[config.mk]
export PLATFORM = sky130hd
export DESIGN_NAME = fp_wb_arbiter_flat
export DESIGN_NICKNAME = d
export VERILOG_FILES = /design/src/rtl/fp_pkg.sv /design/src/rtl/fp_wb_arbiter_if.sv /design/src/rtl/fp_wb_prio_sel.sv /design/src/rtl/fp_wb_arbiter.sv /design/src/flat_wrapper.sv
export SDC_FILE = /design/constraint.sdc
export NUM_CORES = 1
export LEC_CHECK = 0
export CAP_MARGIN = 15
export CELL_PAD_IN_SITES_DETAIL_PLACEMENT = 0
export CELL_PAD_IN_SITES_GLOBAL_PLACEMENT = 1
export CORE_UTILIZATION = 26
export DETAILED_ROUTE_END_ITERATION = 12
export GPL_ROUTABILITY_DRIVEN = 1
export HOLD_SLACK_MARGIN = 0.06
export PLACE_DENSITY_LB_ADDON = 0.1
export SYNTH_ARGS = -nofsm -noshare
export SYNTH_HDL_FRONTEND = slang
export SYNTH_SLANG_ARGS = --single-unit
[constraint.sdc]
create_clock -name clk -period 1.9 [get_ports clk]
set_clock_uncertainty 0.2 [all_clocks]
set_input_delay 0.38 -clock clk [delete_from_list [all_inputs] [get_ports clk]]
set_output_delay 0.38 -clock clk [all_outputs]
set_load 0.02 [all_outputs]
[src/rtl/fp_pkg.sv]
// fp_pkg
// Shared FP write-back constants: default data and destination widths, and
// the source index assignment used when wiring producers onto the arbiter.
// No ports; imported by the arbiter interface and modules.
package fp_pkg;

  localparam int FP_DATA_W  = 32;
  localparam int FP_RD_W    = 5;

  // Source indices; a lower index has a higher base priority.
  localparam int SRC_FPU    = 0;
  localparam int SRC_LOAD   = 1;
  localparam int SRC_DIV    = 2;
  localparam int FP_NUM_SRC = 3;

  // Width of a wait counter that has to reach max_wait.
  function automatic int wait_cnt_w(input int max_wait);
    return $clog2(max_wait + 1);
  endfunction

endpackage

[src/rtl/fp_wb_arbiter_if.sv]
// fp_wb_arbiter_if
// Bundles the per-source valid/ready/data/rd request bus, the hold input and
// the registered write-port outputs of the FP write-back arbiter.
//   master : producer/register-file side (drives requests and wb_hold)
//   slave  : arbiter side (drives src_ready and the write port)
interface fp_wb_arbiter_if
  import fp_pkg::*;
#(
  parameter int NUM_SRC = FP_NUM_SRC,
  parameter int DATA_W  = FP_DATA_W,
  parameter int RD_W    = FP_RD_W
);

  logic [NUM_SRC-1:0]        src_valid;
  logic [NUM_SRC*DATA_W-1:0] src_data;
  logic [NUM_SRC*RD_W-1:0]   src_rd;
  logic [NUM_SRC-1:0]        src_ready;
  logic                      wb_hold;
  logic [DATA_W-1:0]         wb_data;
  logic [RD_W-1:0]           wb_rd;
  logic                      wb_we;
  logic [NUM_SRC-1:0]        starve_flag;

  modport master (
    output src_valid, src_data, src_rd, wb_hold,
    input  src_ready, wb_data, wb_rd, wb_we, starve_flag
  );

  modport slave (
    input  src_valid, src_data, src_rd, wb_hold,
    output src_ready, wb_data, wb_rd, wb_we, starve_flag
  );

endinterface

[src/rtl/fp_wb_prio_sel.sv]
// fp_wb_prio_sel
// Combinational fixed-priority selector: bit 0 has the highest priority.
//   req   : request vector
//   grant : one-hot lowest-index set bit of req, or zero
//   any   : high when any request bit is set
module fp_wb_prio_sel #(
  parameter int WIDTH = 3
) (
  input  logic [WIDTH-1:0] req,
  output logic [WIDTH-1:0] grant,
  output logic             any
);

  logic found;

  always_comb begin
    grant = '0;
    found = 1'b0;
    for (int i = 0; i < WIDTH; i++) begin
      if (req[i] && !found) begin
        grant[i] = 1'b1;
        found    = 1'b1;
      end
    end
  end

  assign any = |req;

endmodule

[src/rtl/fp_wb_arbiter.sv]
// fp_wb_arbiter
// Merges NUM_SRC FP write-back producers onto the single register-file write
// port. Fixed priority (index 0 highest) with a per-source starvation guard:
// a source that loses MAX_WAIT consecutive arbitrations is promoted above all
// non-promoted sources. The write port is registered (1-cycle latency).
//   clk, rst_n : clock (rising edge), asynchronous active-low reset
//   bus        : slave side of fp_wb_arbiter_if (requests, src_ready grant,
//                wb_hold, wb_data/wb_rd/wb_we, starve_flag)
module fp_wb_arbiter
  import fp_pkg::*;
#(
  parameter int NUM_SRC  = FP_NUM_SRC,
  parameter int DATA_W   = FP_DATA_W,
  parameter int RD_W     = FP_RD_W,
  parameter int MAX_WAIT = 4
) (
  input  logic            clk,
  input  logic            rst_n,
  fp_wb_arbiter_if.slave  bus
);

  localparam int               CNT_W   = wait_cnt_w(MAX_WAIT);
  localparam logic [CNT_W-1:0] CNT_MAX = CNT_W'(MAX_WAIT);

  logic [NUM_SRC-1:0] starve_q;
  logic [CNT_W-1:0]   wait_q [NUM_SRC];
  logic [DATA_W-1:0]  wb_data_q;
  logic [RD_W-1:0]    wb_rd_q;
  logic               wb_we_q;

  logic [NUM_SRC-1:0] starve_gnt, plain_gnt, grant;
  logic               starve_any, plain_any;
  logic [DATA_W-1:0]  sel_data;
  logic [RD_W-1:0]    sel_rd;

  // Promoted requesters are resolved first; the plain vector is the fallback.
  fp_wb_prio_sel #(.WIDTH(NUM_SRC)) u_sel_starved (
    .req   (bus.src_valid & starve_q),
    .grant (starve_gnt),
    .any   (starve_any)
  );

  fp_wb_prio_sel #(.WIDTH(NUM_SRC)) u_sel_plain (
    .req   (bus.src_valid),
    .grant (plain_gnt),
    .any   (plain_any)
  );

  // rst_n gates the grant so no producer sees ready while in reset.
  always_comb begin
    grant = '0;
    if (rst_n && !bus.wb_hold) begin
      if (starve_any)     grant = starve_gnt;
      else if (plain_any) grant = plain_gnt;
    end
  end

  // The grant is one-hot, so at most one source drives the mux.
  always_comb begin
    sel_data = '0;
    sel_rd   = '0;
    for (int i = 0; i < NUM_SRC; i++) begin
      if (grant[i]) begin
        sel_data = bus.src_data[i*DATA_W +: DATA_W];
        sel_rd   = bus.src_rd[i*RD_W +: RD_W];
      end
    end
  end

  // The starve flag is set on the same edge the counter lands on MAX_WAIT, so
  // it tracks "counter saturated" and is visible the cycle after the last loss.
  always_ff @(posedge clk or negedge rst_n) begin
    if (!rst_n) begin
      wb_we_q   <= 1'b0;
      wb_data_q <= '0;
      wb_rd_q   <= '0;
      starve_q  <= '0;
      for (int i = 0; i < NUM_SRC; i++) wait_q[i] <= '0;
    end else begin
      wb_we_q <= |grant;
      if (|grant) begin
        wb_data_q <= sel_data;
        wb_rd_q   <= sel_rd;
      end
      for (int i = 0; i < NUM_SRC; i++) begin
        if (grant[i] || !bus.src_valid[i]) begin
          wait_q[i]   <= '0;
          starve_q[i] <= 1'b0;
        end else if (!bus.wb_hold) begin
          if (wait_q[i] != CNT_MAX) wait_q[i] <= wait_q[i] + 1'b1;
          if (wait_q[i] >= CNT_MAX - 1'b1) starve_q[i] <= 1'b1;
        end
      end
    end
  end

  assign bus.src_ready   = grant;
  assign bus.wb_we       = wb_we_q;
  assign bus.wb_data     = wb_data_q;
  assign bus.wb_rd       = wb_rd_q;
  assign bus.starve_flag = starve_q;

endmodule

[src/flat_wrapper.sv]
// flat-port wrapper written by rule: the top's interface ports become plain ports
module fp_wb_arbiter_flat import fp_pkg::*;
#(
  parameter int NUM_SRC  = FP_NUM_SRC,
  parameter int DATA_W   = FP_DATA_W,
  parameter int RD_W     = FP_RD_W,
  parameter int MAX_WAIT = 4
)
  (clk, rst_n, bus_src_valid, bus_src_data, bus_src_rd, bus_wb_hold, bus_src_ready, bus_wb_data, bus_wb_rd, bus_wb_we, bus_starve_flag);
  fp_wb_arbiter_if #(.NUM_SRC(NUM_SRC), .DATA_W(DATA_W), .RD_W(RD_W)) bus_i ();
  input  logic clk;
  input  logic rst_n;
  input wire logic [$bits(bus_i.src_valid)-1:0] bus_src_valid;
  input wire logic [$bits(bus_i.src_data)-1:0] bus_src_data;
  input wire logic [$bits(bus_i.src_rd)-1:0] bus_src_rd;
  input wire logic [$bits(bus_i.wb_hold)-1:0] bus_wb_hold;
  output wire logic [$bits(bus_i.src_ready)-1:0] bus_src_ready;
  output wire logic [$bits(bus_i.wb_data)-1:0] bus_wb_data;
  output wire logic [$bits(bus_i.wb_rd)-1:0] bus_wb_rd;
  output wire logic [$bits(bus_i.wb_we)-1:0] bus_wb_we;
  output wire logic [$bits(bus_i.starve_flag)-1:0] bus_starve_flag;
  assign bus_i.src_valid = bus_src_valid;
  assign bus_i.src_data = bus_src_data;
  assign bus_i.src_rd = bus_src_rd;
  assign bus_i.wb_hold = bus_wb_hold;
  assign bus_src_ready = bus_i.src_ready;
  assign bus_wb_data = bus_i.wb_data;
  assign bus_wb_rd = bus_i.wb_rd;
  assign bus_wb_we = bus_i.wb_we;
  assign bus_starve_flag = bus_i.starve_flag;
  fp_wb_arbiter #(.NUM_SRC(NUM_SRC), .DATA_W(DATA_W), .RD_W(RD_W), .MAX_WAIT(MAX_WAIT)) u_core (.clk(clk), .rst_n(rst_n), .bus(bus_i));
endmodule
==> metrics.yaml, run 1 <==
placement:
  dp_hpwl_microns: 6470
  port_buffers: 160
  post-place-ws_ps: -678
  place.gp.congestion: 0.798
critical_path:
  cp.arrival_ps: 1330
  critPathCaptureType: "output port"
  reg2reg_slack_ps: 50
  crit_required_ps: 1320
  start_kind: "flop"
  critical_path.max_fanout: 6
  critPathKind: "flop to output port"
  rr_worst_depth: 6
  timing.rr.start: "u_core.bus.starve_flag[2]$_DFFE_PN0P_"
  r2r-end: "u_core.wait_q[2]$_DFFE_PN0P_"
synthesis:
  synth_area_sq_um: 2690
  seq_area_frac_synth_pct: 46.5
  ys_types: 33
  synth_top_family_by_area: "compound AO/OA/AOI/OAI gates"
  syn-num-nets: 428
  synth_top_cell_by_area: "dfrtp_1"
  synth_compound_area_share_pct: 24.7
  yosys.area_share.simple_pct: 16.5
  ys_warn_count: 0
  synth_top_area_share_pct: 46.5
  synthCells: 302
  synth-seq-cells: 50
  synth_top_cells_by_area: "dfrtp_1, nand2_1, a31oi_1"
  synthAdderAreaFrac_pct: 4.18
  synth.area.mux_share_pct: 0
  synthXorXnorAreaFrac_pct: 0.325
  syn_area_per_cell_sq_um: 8.91
drt:
  final_antenna_net_count: 0
  drc: 0
  drtIter0Drc: 72
  drt_wl_total_microns: 9320
  wl_per_cell_microns: 15.2
  viasPerCell: 4.79
  drtPass1Iterations: 4
  vias: 2939
sta:
  max_freq_ghz: 0.524
  rsz0062_at_grt: "yes"
  worst_slew_pin_slew_ps: 680
  timing.hold.ws_ps: 368
  finalCritPeriodShare_pct: 100
  setup_slack_ps: -8.67
  slew_headroom_pct: 54.7
  period_needed_ps: 1910
  slew_viol_final: 0
  tns_ps: -8.67
  setup_viol: 1
  hold_viol_final: 0
floorplanning:
  dieArea_sq_um: 10800
  die_w_microns: 104
  rows: 36
  pin_count: 161
  core_area_sq_um: 9910
  fp.dieH_microns: 104
  start_util_pct: 27.2
pwr:
  power_w: 0.00334
  vdd_ir_drop_max_uv: 324
  p_leak_nw: 2.08
  power.density_nw_per_um2: 697
min_path:
  hold_path_end: "u_core.bus.wb_data[8]$_DFFE_PN0P_"
  holdPathStages: 2
  hold_start: "u_core.bus.wb_data[8]$_DFFE_PN0P_"
  hold_path.class: "flop to flop"
global_routing:
  grt_pass1_wl_microns: 14700
  grt-ovfl-total: 0
  grt_max_degree: 51
  antenna_found_initial: 0
  grt_usage_pct: 17.1
  grt_pass1_vias: 2987
finish:
  fin_nets: 606
  final_core_util_pct: 48.3
  syn_to_final_growth_pct: 77.8
  drive_gt1_share_pct: 10.6
  nFillCells: 983
  antennaDiodeCount: 0
flow_run:
  cap_violations: 0
clock_network:
  clk_pin_slew_ps: 90
  htree_levels: 2
  cts_tree: "built"
  clockRootBuffer: "clkbuf_8"
  cts.path.max_buffers: 2
  cts_made_buffers: 5
  insertion_delay_ps: 310
  cts_sinks: 50
outcome:
  status: "finished, violations left"
  violations: "negative setup slack"
## area by class of cell
class                      count  area (sq um)  share of cell area, %
timing repair buffer         191          1950                   40.7
clock buffer                   7          76.3                   1.60
tap                          133           166                   3.48
inverter                      12          45.0                  0.941
multi-input combinational    220          1260                   26.4
clock inverter                 1          30.0                  0.628
sequential                    50          1250                   26.2
## logic make-up after synthesis
kind of cell,Yosys count
AO/OA/AOI/OAI,103
XOR/XNOR,1
adder cells (fa/ha/maj),9
buffers and inverters,32
flip-flops,50
AND/OR/NAND/NOR,107
## cells in the mapped netlist
cell type / n
nand2_1: 79
dfrtp_1: 50
a31oi_1: 38
o22ai_1: 37
nor2_1: 17
inv_1: 12
buf_4: 9
ha_1: 9
buf_6: 7
a21oi_1: 6
o21ai_0: 6
a211oi_1: 4
a22oi_1: 3
buf_2: 3
a21oi_2: 2
nand3_1: 2
nand3b_1: 2
a21o_1: 1
and2_1: 1
and3b_1: 1
clkbuf_1: 1
nand2b_1: 1
nand4_1: 1
nand4b_1: 1
nor2b_2: 1
nor2b_4: 1
o211ai_1: 1
o211ai_4: 1
o21a_1: 1
o21ai_1: 1
o21bai_1: 1
o31a_1: 1
xnor2_1: 1
## worst max-delay path, cell delays in order (launching register included)
cell and delay [ps]:
dfrtp_2 450, and3b_2 240, a21oi_4 130, nor2_1 60, buf_4 150
## how the worst max path moves through the flow
stage | slack (ps) | from | endpoint | cells past startpoint
final | -9 | u_core.bus.starve_flag[2]$_DFFE_PN0P_ | bus_src_ready[2] | 4
after global routing | -60 | u_core.bus.starve_flag[2]$_DFFE_PN0P_ | bus_src_ready[2] | 4
after CTS | -30 | u_core.bus.starve_flag[2]$_DFFE_PN0P_ | bus_src_ready[2] | 4
after detailed placement | -680 | bus_src_valid[2] | bus_src_ready[0] | 5
after global placement | -660 | bus_src_valid[2] | bus_src_ready[0] | 5
after floorplan | 60 | u_core.bus.starve_flag[1]$_DFFE_PN0P_ | bus_src_ready[0] | 4
## layout by cell type, fill, tap and decap left out, types with 2 or more instances in the layout
master / Yosys / routed
a211oi_1: 4 / 4
a21oi_1: 6 / 6
a21oi_4: 0 / 2
a22oi_1: 3 / 2
a31oi_1: 38 / 38
buf_12: 0 / 5
buf_4: 9 / 24
buf_6: 7 / 3
clkbuf_1: 1 / 2
clkbuf_8: 0 / 6
clkdlybuf4s50_1: 0 / 126
dfrtp_1: 50 / 49
dlygate4sd2_1: 0 / 8
dlymetal6s2s_1: 0 / 22
ha_1: 9 / 9
inv_1: 12 / 11
nand2_1: 79 / 79
nand3_1: 2 / 2
nand3b_1: 2 / 2
nor2_1: 17 / 17
nor2b_4: 1 / 2
o21ai_0: 6 / 6
o22ai_1: 37 / 37
## repair_timing
item | 4_1_cts | 5_1_grt
hold buffers | 1 | 0
setup endpoints to repair | 52 | 44
pin swaps | 4 | 2
hold endpoints to repair | 50 | 0
setup buffers | 3 | 3
gates resized for setup | 26 | 30
## metal layers
layer	routed length, microns	up-vias	global-route usage, %
met3	636	7	5.29
met4	70	0	3.47
met5	0	-	0
li1	-	1439	-
met2	4740	92	30.8
met1	3880	1401	20.0
## state kept, by name (all words and copies together) (netlist names)
register and flops:
u_core.bus.wb_data 32, u_core.bus.starve_flag 3, u_core.bus.wb_we 1, u_core.bus.wb_rd 5, u_core.wait_q 9
## through the flow
step / std cells / area (sq um)
floorplan: 302 / 2690
global placement: 599 / 4550
detailed placement: 599 / 4550
CTS: 611 / 4680
global route: 614 / 4780
finish: 614 / 4780
## power by group
| group | leakage [nW] | internal (W) | switching, W |
|---|---|---|---|
| combinational | 1.45 | 0.000660 | 0.000576 |
| sequential | 0.580 | 0.00123 | 0.0000975 |
| clock | 0.0524 | 0.000395 | 0.000375 |
Power figures use the tool's default switching activity.
==> run 2, diff against run 1 <==
--- a/config.mk
+++ b/config.mk
@@ -8,11 +8,13 @@
 export CAP_MARGIN = 15
 export CELL_PAD_IN_SITES_DETAIL_PLACEMENT = 0
 export CELL_PAD_IN_SITES_GLOBAL_PLACEMENT = 1
+export CORE_ASPECT_RATIO = 1.2
 export CORE_UTILIZATION = 26
 export DETAILED_ROUTE_END_ITERATION = 12
 export GPL_ROUTABILITY_DRIVEN = 1
 export HOLD_SLACK_MARGIN = 0.06
 export PLACE_DENSITY_LB_ADDON = 0.1
+export SLEW_MARGIN = 30
 export SYNTH_ARGS = -nofsm -noshare
 export SYNTH_HDL_FRONTEND = slang
 export SYNTH_SLANG_ARGS = --single-unit
==> run 2 against run 1 <==
Net effect: the run now ends clean; combinational power about the same; register-to-register slack better by 100 ps; clock-buffer cell count down 1; clock power up 36%; non-clock buffer count down 3; sequential power about the same; final cell count down 1.8%; hold slack better by 2.5 ps; critical endpoint unchanged.
==> metrics.yaml, run 2 (synthesis gave the netlist of run 1 again) <==
drt:
  viasPerCell: 4.88  # +2.0%
  final_antenna_net_count: 0  # unchanged
  wl_per_cell_microns: 15.7  # +3.2%
  drtIter0Drc: 98  # +36%
  drtPass1Iterations: 4  # unchanged
  drt_wl_total_microns: 9450  # +1.4%
  drc: 0  # unchanged
  vias: 2943  # +0.14%
floorplanning:
  core_area_sq_um: 10100  # +1.5%
  pin_count: 161  # unchanged
  fp.dieH_microns: 113  # +9.4%
  die_w_microns: 94.9  # -8.5%
  dieArea_sq_um: 10800  # about the same
  rows: 40  # +11%
  start_util_pct: 26.8  # -0.41 points
min_path:
  hold_path.class: "flop to flop"
sta:
  rsz0062_at_grt: "yes"
  finalCritPeriodShare_pct: 99.6  # -0.83 points
  setup_viol: 0  # -1
  hold_viol_final: 0  # unchanged
  max_freq_ghz: 0.528  # +0.83%
  slew_viol_final: 0  # unchanged
  period_needed_ps: 1890  # -15.8 ps
  slew_headroom_pct: 54.3  # -0.39 points
  worst_slew_pin_slew_ps: 686  # +5.92 ps
critical_path:
  crit_required_ps: 1320  # about the same
  path_cells: "and3b_2 -> a21oi_4 -> nor2_1 -> buf_4"
  cp.arrival_ps: 1310  # -20 ps
  critical_path.max_fanout: 6  # unchanged
  critPathCaptureType: "output port"
  start_kind: "flop"
  critPathKind: "flop to output port"
  crit_path_top_delay_cell: "dfrtp_2"
  reg2reg_slack_ps: 150  # +100 ps
  max_stage_delay_ps: 440  # about the same
global_routing:
  grt_usage_pct: 18.4  # +1.2 points
  grt_pass1_wl_microns: 15200  # +2.8%
  antenna_found_initial: 0  # unchanged
  grt-ovfl-total: 0  # unchanged
  grt_max_degree: 51  # unchanged
  grt_pass1_vias: 3062  # +2.5%
finish:
  fin_nets: 603  # -0.50%
  drive_gt1_share_pct: 10.1  # -0.54 points
  final_common_cell: "clkdlybuf4s50_1"
  final-instance-count-excl-fill: 603  # -1.8%
  syn_to_final_growth_pct: 75.4
  largest_reg_flops: 32  # unchanged
  antennaDiodeCount: 0  # unchanged
  final_cell_mix: "clkdlybuf4s50_1, nand2_1, dfrtp_1"
clock_network:
  insertion_delay_ps: 290  # -20 ps
  htree_levels: 2  # unchanged
  cts_made_buffers: 5  # unchanged
  cts_tree: "built"
  clockRootBuffer: "clkbuf_16"
  cts_sinks: 50  # unchanged
  clk_pin_slew_ps: 70  # -20 ps
  cts.path.max_buffers: 2  # unchanged
placement:
  place.gp.congestion: 0.747  # -6.4%
  dp_cells: 591  # -1.3%
  dp_hpwl_microns: 6480  # +0.18%
  port_buffers: 160  # unchanged
pwr:
  p_leak_nw: 1.96  # -5.6%
  power.density_nw_per_um2: 767  # +10%
  power_w: 0.00362  # +8.5%
  vdd_ir_drop_max_uv: 392  # +21%
flow_run:
  cap_violations: 0  # unchanged
outcome:
  status: "complete, no violations"
-- run 2: cell types whose count changed in the layout (fill, tap and decap cells not counted) --
cell             change
buf_12               -3
buf_4                +1
clkbuf_1             -2
clkbuf_16            +5
clkbuf_8             -5
clkdlybuf4s50_1     +18
dlymetal6s2s_1      -18
nand2b_1             +1
nand2b_4             -1
o21ai_0              -1
o21ai_1              +1
-- run 2: per-layer routing --
layer / part of all wire, % / track usage (%)
met1: 42 / 21.9
met5: 0 / 0
met2: 49 / 31.4
met4: 1.8 / 6.16
met3: 7.0 / 5.27
-- run 2: cell type report --
| class | instances | area [sq um] |
|---|---|---|
| multi-input cells | 220 | 1260 |
| flip-flops and latches | 50 | 1250 |
| repair buffers | 188 | 1840 |
| well taps | 126 | 158 |
| clock buffers | 6 | 139 |
| clock inverters | 1 | 30.0 |
| inverters | 12 | 45.0 |
| fillers | 1024 | 5340 |
-- run 2: power by group --
group	total, W	internal, W	switching [W]
clock network	0.00105	0.000651	0.000400
registers	0.00134	0.00123	0.000104
logic	0.00123	0.000660	0.000571
-- run 2: through the flow --
step / hold slack (ps) / TNS [ps] / cell area [sq um] / setup slack, ps / utilization [%]
6_report: 370 / 0 / 4720 / 7.11 / 46.9
5_1_grt: 393 / -68.2 / 4720 / -40.7 / 46.9
4_1_cts: 377 / -9.24 / 4680 / -9.24 / 46.6
3_5_place_dp: 365 / -22400 / 4490 / -639 / 44.7
3_3_place_gp: 353 / -20640 / 4490 / -604 / 44.7
2_1_floorplan: -116 / 0 / 2690 / 56.2 / -
-- run 2: path summary, 6_finish.rpt --
path	cells past startpoint	start	endpoint
hold reg to reg	2	u_core.bus.wb_rd[4]$_DFFE_PN0P_	u_core.bus.wb_rd[4]$_DFFE_PN0P_
max in group asynchronous	3	rst_n	u_core.bus.starve_flag[2]$_DFFE_PN0P_
hold / removal	2	u_core.bus.wb_rd[4]$_DFFE_PN0P_	u_core.bus.wb_rd[4]$_DFFE_PN0P_
setup reg to reg	5	u_core.bus.starve_flag[2]$_DFFE_PN0P_	u_core.wait_q[1]$_DFFE_PN0P_
setup / recovery	4	u_core.bus.starve_flag[2]$_DFFE_PN0P_	bus_src_ready[2]
min in group asynchronous	3	rst_n	u_core.bus.starve_flag[1]$_DFFE_PN0P_
-- run 2: what timing repair did --
action | 4_1_cts | 5_1_grt
setup buffers | 2 | 2
pin swaps | 3 | 2
endpoints found under the hold margin | 2 | 0
hold buffers | 1 | 0
resized for setup | 27 | 9
gates cloned | 0 | 0
setup endpoints to repair | 52 | 14
-- run 2: worst max-delay path: cells and delay by family (launching register included) --
family,cells,cell delay [ps]
flip-flops,1,440
AND/OR/NAND/NOR,2,300
buffers and inverters,1,150
AO/OA/AOI/OAI,1,130
==> run 3, diff against run 2 <==
--- a/config.mk
+++ b/config.mk
@@ -8,13 +8,13 @@
 export CAP_MARGIN = 15
 export CELL_PAD_IN_SITES_DETAIL_PLACEMENT = 0
 export CELL_PAD_IN_SITES_GLOBAL_PLACEMENT = 1
-export CORE_ASPECT_RATIO = 1.2
+export CORE_ASPECT_RATIO = 1.75
 export CORE_UTILIZATION = 26
 export DETAILED_ROUTE_END_ITERATION = 12
 export GPL_ROUTABILITY_DRIVEN = 1
 export HOLD_SLACK_MARGIN = 0.06
 export PLACE_DENSITY_LB_ADDON = 0.1
-export SLEW_MARGIN = 30
+export SLEW_MARGIN = 15
 export SYNTH_ARGS = -nofsm -noshare
 export SYNTH_HDL_FRONTEND = slang
 export SYNTH_SLANG_ARGS = --single-unit
==> run 3 against run 2 <==
Net effect: the flow now finishes with violations (negative setup slack); register-to-register slack worse by 100 ps; final cell count decreased by 0.50%; hold slack worse by 350 ps; via count decreased by 1.0%; wire length grew 6.4%; clock-buffer cell count increased by 1; sequential share of layout area hardly changed.
==> metrics.yaml, run 3 (synthesis gave the netlist of run 1 again) <==
outcome:
  status: "finished, violations left"
  violations: "negative setup slack"
floorplanning:
  rows: 48  # +20%
  core_area_sq_um: 9970  # -0.90%
  die_w_microns: 78.9  # -17%
  fp.dieH_microns: 137  # +20%
  pin_count: 161  # unchanged
  dieArea_sq_um: 10800  # +0.14%
  start_util_pct: 27.0  # +0.24 points
finish:
  fin_nets: 600  # -0.50%
  antennaDiodeCount: 0  # unchanged
  nFillCells: 1035  # +1.1%
  final_cell_mix: "clkdlybuf4s50_1, nand2_1, dfrtp_1"
  syn_to_final_growth_pct: 75.0
  stdcell_area_sq_um: 4710  # -0.21%
  largest_reg_flops: 32  # unchanged
  final_common_cell: "clkdlybuf4s50_1"
  final-instance-count-excl-fill: 600  # -0.50%
  drive_gt1_share_pct: 9.47  # -0.59 points
  multi_input_area_sq_um: 1260  # unchanged
  regArea_sq_um: 1250  # about the same
critical_path:
  start_kind: "flop"
  crit_required_ps: 1320  # about the same
  critPathCaptureType: "output port"
  path_cells: "buf_6 -> and3b_2 -> a21oi_4 -> nor2_1 -> buf_4"
  crit_path_top_delay_cell: "dfrtp_1"
  critPathKind: "flop to output port"
  max_stage_delay_ps: 420  # -20 ps
  cp.arrival_ps: 1420  # +110 ps
  critical_path.max_fanout: 4  # -2
pwr:
  sw_frac_of_total_pct: 30.9  # +1.2 points
  p_sw_w: 0.00109  # +1.0%
  p_int_w: 0.00243  # -4.7%
  p_leak_nw: 1.94  # -1.1%
  power_w: 0.00351  # -3.0%
  vdd_ir_drop_max_uv: 336  # -14%
  pwr-share-comb_pct: 35.7  # +1.7 points
  seqPwrFrac_pct: 37.9  # +1.0 points
  power.density_nw_per_um2: 746  # -2.8%
  p_clk_share_pct: 26.3  # -2.7 points
drt:
  drtPass1Iterations: 4  # unchanged
  final_antenna_net_count: 0  # unchanged
  drtIter0Drc: 138  # +41%
  wl_per_cell_microns: 16.8  # +6.9%
  drt_wl_total_microns: 10100  # +6.4%
  vias: 2913  # -1.0%
  drc: 0  # unchanged
  viasPerCell: 4.86  # -0.52%
global_routing:
  grt_usage_pct: 19.3  # +0.97 points
  grt_pass1_vias: 3026  # -1.2%
  grt-ovfl-total: 0  # unchanged
  grt_max_degree: 51  # unchanged
  antenna_found_initial: 0  # unchanged
  grt_pass1_wl_microns: 15600  # +3.1%
sta:
  tns_ps: -110  # -110 ps
  setup_slack_ps: -98.3  # -105 ps
  slew_headroom_pct: 54.5  # +0.21 points
  rsz0062_at_grt: "yes"
  slew_viol_final: 0  # unchanged
  period_needed_ps: 2000  # +105 ps
  max_freq_ghz: 0.500  # -5.3%
  hold_viol_final: 0  # unchanged
  worst_slew_pin_slew_ps: 682  # -3.22 ps
  finalCritPeriodShare_pct: 105  # +5.5 points
  setup_viol: 2  # +2
clock_network:
  cts.path.max_buffers: 2  # unchanged
  htree_levels: 2  # unchanged
  clockRootBuffer: "clkbuf_16"
  cts_sinks: 50  # unchanged
  cts_tree: "built"
  cts_made_buffers: 5  # unchanged
  cts_hold_buf: 0  # -1
  clk_pin_slew_ps: 70  # about the same
  insertion_delay_ps: 290  # about the same
placement:
  post_dp_cell_area_sq_um: 4520  # +0.53%
  dp_cells: 590  # -0.17%
  dp_hpwl_microns: 7130  # +10%
  port_buffers: 160  # unchanged
  post-place-ws_ps: -721  # -81.5 ps
  place.gp.congestion: 0.799  # +7.0%
min_path:
  hold_path.class: "input pin to asynchronous set/reset pin"
flow_run:
  cap_violations: 0  # unchanged
run 3: cell types whose count changed in the layout (fill, tap and decap cells not counted), sizes merged:
cell,previous run,this run
dlymetal6s2s,4,2
clkbuf,6,8
bufinv,1,0
clkdlybuf4s50,144,147
dlygate4sd3,1,0
dlygate4sd2,8,7
buf,31,28
clkinv,0,1
run 3: metal layers:
layer  global-route usage (%)  vias to the layer above  share of wire [%]
met5                        0                        -                  0
met4                     7.27                        0                2.3
met3                     3.53                       16                4.5
met2                     36.2                       93                 56
met1                     21.3                     1362                 37
li1                         -                     1442                  -
run 3: area by class of cell:
class,count,share of cell area (%)
Sequential cell,50,26.6
Multi-Input combinational cell,220,26.7
Timing Repair Buffer,185,39.3
Clock buffer,7,3.03
Clock inverter,1,0.106
Tap cell,125,3.32
Inverter,12,0.956
run 3: final timing paths:
| check | from | endpoint | slack, ps | depth (start not counted) |
|---|---|---|---|---|
| min in group clk | u_core.bus.wb_data[9]$_DFFE_PN0P_ | u_core.bus.wb_data[9]$_DFFE_PN0P_ | 370 | 2 |
| max | u_core.bus.starve_flag[2]$_DFFE_PN0P_ | bus_src_ready[2] | -100 | 5 |
| min | rst_n | u_core.bus.starve_flag[1]$_DFFE_PN0P_ | 20 | 2 |
| max reg2reg | u_core.bus.starve_flag[2]$_DFFE_PN0P_ | u_core.wait_q[2]$_DFFE_PN0P_ | 50 | 6 |
| min reg2reg | u_core.bus.wb_data[9]$_DFFE_PN0P_ | u_core.bus.wb_data[9]$_DFFE_PN0P_ | 370 | 2 |
| max in group asynchronous | rst_n | u_core.bus.wb_data[7]$_DFFE_PN0P_ | 1000 | 2 |
run 3: metrics by stage:
step           util [%]  hold slack (ps)
3_3_place_gp       45.3              351
2_1_floorplan         -             -116
5_1_grt            47.2              116
6_report           47.2             19.7
4_1_cts            47.1             73.1
3_5_place_dp       45.3              366
run 3: worst max-delay path: cells and delay by family, from the launching register on:
kind            cells  cell delay (ps)
compound gates      1              130
buf+inv             2              290
flops               1              420
simple gates        2              280
run 3: timing repair:
| item | 4_1_cts | 5_1_grt |
|---|---|---|
| setup endpoints to repair | 51 | 23 |
| setup buffers | 1 | 1 |
| pin swaps | 3 | 2 |
| gates resized for setup | 32 | 5 |
| endpoints found under the hold margin | 0 | 0 |
run 3: power by group through the flow:
stage                     Clock, W  Combinational [W]  Sequential (W)
final                     0.000925            0.00126         0.00133
after global placement           0            0.00125         0.00135
after detailed placement         0            0.00127         0.00135
after CTS                 0.000963            0.00127         0.00133
after floorplan                  0           0.000346         0.00154
after global routing      0.000999            0.00135         0.00135
==> patch, RTL diff (settings of run 2) <==
Change the package constant `FP_NUM_SRC` from 3 to 6.
--- a/src/rtl/fp_pkg.sv
+++ b/src/rtl/fp_pkg.sv
@@ -13,3 +13,3 @@
   localparam int SRC_DIV    = 2;
-  localparam int FP_NUM_SRC = 3;
+  localparam int FP_NUM_SRC = 6;
 
Interface: changed (5 resized); port bits go from 161 to 281. The function was not compared with the original's and may differ.
==> patch against run 2 <==
The flow now finishes with violations (setup timing); setup slack worse by 620 ps; via count is 77% higher; hold slack worse by 300 ps; first-iteration DRC count grew to 3.7 times the old value; synthesized cell count is 48% higher; cell area is 80% higher; sequential cell count is 12 higher; total power is 79% higher; routed wire length is 120% higher; area after synthesis is 51% higher; combinational power is 120% higher; largest power group is now combinational cells; highest routed layer unchanged.
==> patch: results (changes against run 2) <==
SYNTHMOSTINSTANTIATEDCELL='sky130_fd_sc_hd__dfrtp_1'  # was sky130_fd_sc_hd__nand2_1
GRT_START_MAX_NET_PINS=63  # was 51
LAYOUT.FILLER_CELLS=1379  # was 1024
WORST_SETUP_HOLD_PATH_CLK_SLEW_PS=50  # was 70 ps
TRITONCTS_BUFFERS=9  # was 5
PATH_MAX_FANOUT=4  # was 6
GP_CONGESTION=0.900  # was 0.747
SYNTH.CELLS.MOST_FREQUENT='sky130_fd_sc_hd__dfrtp_1, sky130_fd_sc_hd__nor2_1, sky130_fd_sc_hd__a222oi_1'  # was sky130_fd_sc_hd__nand2_1, sky130_fd_sc_hd__dfrtp_1, sky130_fd_sc_hd__a31oi_1
VIAS=5218  # was 2943
LEAKAGEPOWER_nW=3.88  # was 1.96 nW
OUTCOME='finished, violations left'  # was completed
SETUP_SLACK_PS=-617  # was 7.11 ps
WORSTPATHARRIVAL_PS=1940  # was 1310 ps
VIOLATED_CHECKS='setup timing'
SETUP_VIOL_COUNT_FINAL=65  # was 0
WORST_SLEW_PIN_SLEW_PS=845  # was 686 ps
CRITICAL_PATH.TOP_DELAY_FAMILY='buffers and inverters'  # was flip-flops
FINAL_LAYOUT_SIZE_SUFFIX_GT1_SHARE_PCT=17.6  # was 10.1%
GRT_FIRST_PASS_WIRELENGTH_UM=29800  # was 15200 µm
ROUTE.DETAILED.WL_PER_INST_UM=20.6  # was 15.7 µm
SYNTH_FP_NETS=696  # was 428
TRITONROUTE_PASS_1_ITERS=8  # was 4
VDD_IR_DROP_MAX_uV=465  # was 392 µV
SLOWEST_DELAY_PS=420  # was 440 ps
WORST_HOLD_PATH_TYPE='in2async'  # was reg2reg
NETS=1034  # was 603
## patch: cell types whose count changed after synthesis, sizes merged, moves of 21 or more
| cell | delta |
|---|---|
| a21oi | +23 |
| a221oi | +24 |
| nor2 | +37 |
| a222oi | +39 |
| nand2 | -59 |
| o22ai | -32 |
| clkbuf | +21 |
| a21o | +36 |
| a31oi | -30 |
## patch: metal layers
layer  vias up  track usage (%)  routed length, µm
met5         -                0                  0
met4         0             9.18                508
met3        32             6.60               1410
met2       231             46.1              10800
met1      2524             26.9               7690
li1       2431                -                  -
## patch: logic make-up (layout without fill, tap and decap cells)
| family | count (synthesis) | after routing | synth area share, % |
|---|---|---|---|
| buf+inv | 57 | 400 | 6.10 |
| compound gates | 198 | 198 | 36.7 |
| simple gates | 108 | 108 | 12.5 |
| mux | 4 | 4 | 0.986 |
| flops | 62 | 62 | 38.2 |
| fa+ha+maj | 18 | 18 | 5.55 |
## patch: power breakdown
part / switching [mW] / internal, mW
logic: 1.28 / 1.43
clock network: 0.600 / 1.25
registers: 0.217 / 1.69
total: 2.10 / 4.37
## patch: layout make-up
class                           count  area share, %
Inverter                           23           1.16
Timing Repair Buffer              361           45.0
Tap cell                          204           3.00
Sequential cell                    62           18.3
Clock buffer                       13           3.18
Clock inverter                      3          0.764
Multi-Input combinational cell    328           28.7
## patch: final timing paths
path	start	to	slack (ps)	cells after the start
worst max-delay path	u_core.bus.starve_flag[0]$_DFFE_PN0P_	bus_src_ready[0]	-620	8
worst min register to register	u_core.bus.wb_data[10]$_DFFE_PN0P_	u_core.bus.wb_data[10]$_DFFE_PN0P_	270	1
worst min-delay path	rst_n	u_core.wait_q[11]$_DFFE_PN0P_	70	2
max in group asynchronous	rst_n	u_core.bus.starve_flag[3]$_DFFE_PN0P_	810	2
worst max register to register	u_core.bus.starve_flag[0]$_DFFE_PN0P_	u_core.bus.wb_data[24]$_DFFE_PN0P_	-590	10
min in group clk	u_core.bus.wb_data[10]$_DFFE_PN0P_	u_core.bus.wb_data[10]$_DFFE_PN0P_	270	1
## patch: stage by stage
step / cells / hold WS, ps / total power, mW / area [µm²] / worst slack (ps)
finish: 994 / 74.3 / 6.47 / 8510 / -617
detailed placement: 952 / 265 / 4.63 / 7520 / -1140
floorplan: 447 / -116 / 3.01 / 4170 / -542
CTS: 985 / 114 / 6.49 / 8260 / -626
global placement: 952 / 259 / 4.60 / 7520 / -1170
global route: 994 / 137 / 6.79 / 8510 / -712
## patch: what timing repair did
item                                   CTS  global route
gates resized for setup                116            26
cloned                                   6             5
endpoints found under the hold margin    0             0
setup endpoints to repair              102            77
pin swaps                               26            15
buffers inserted                        11             4
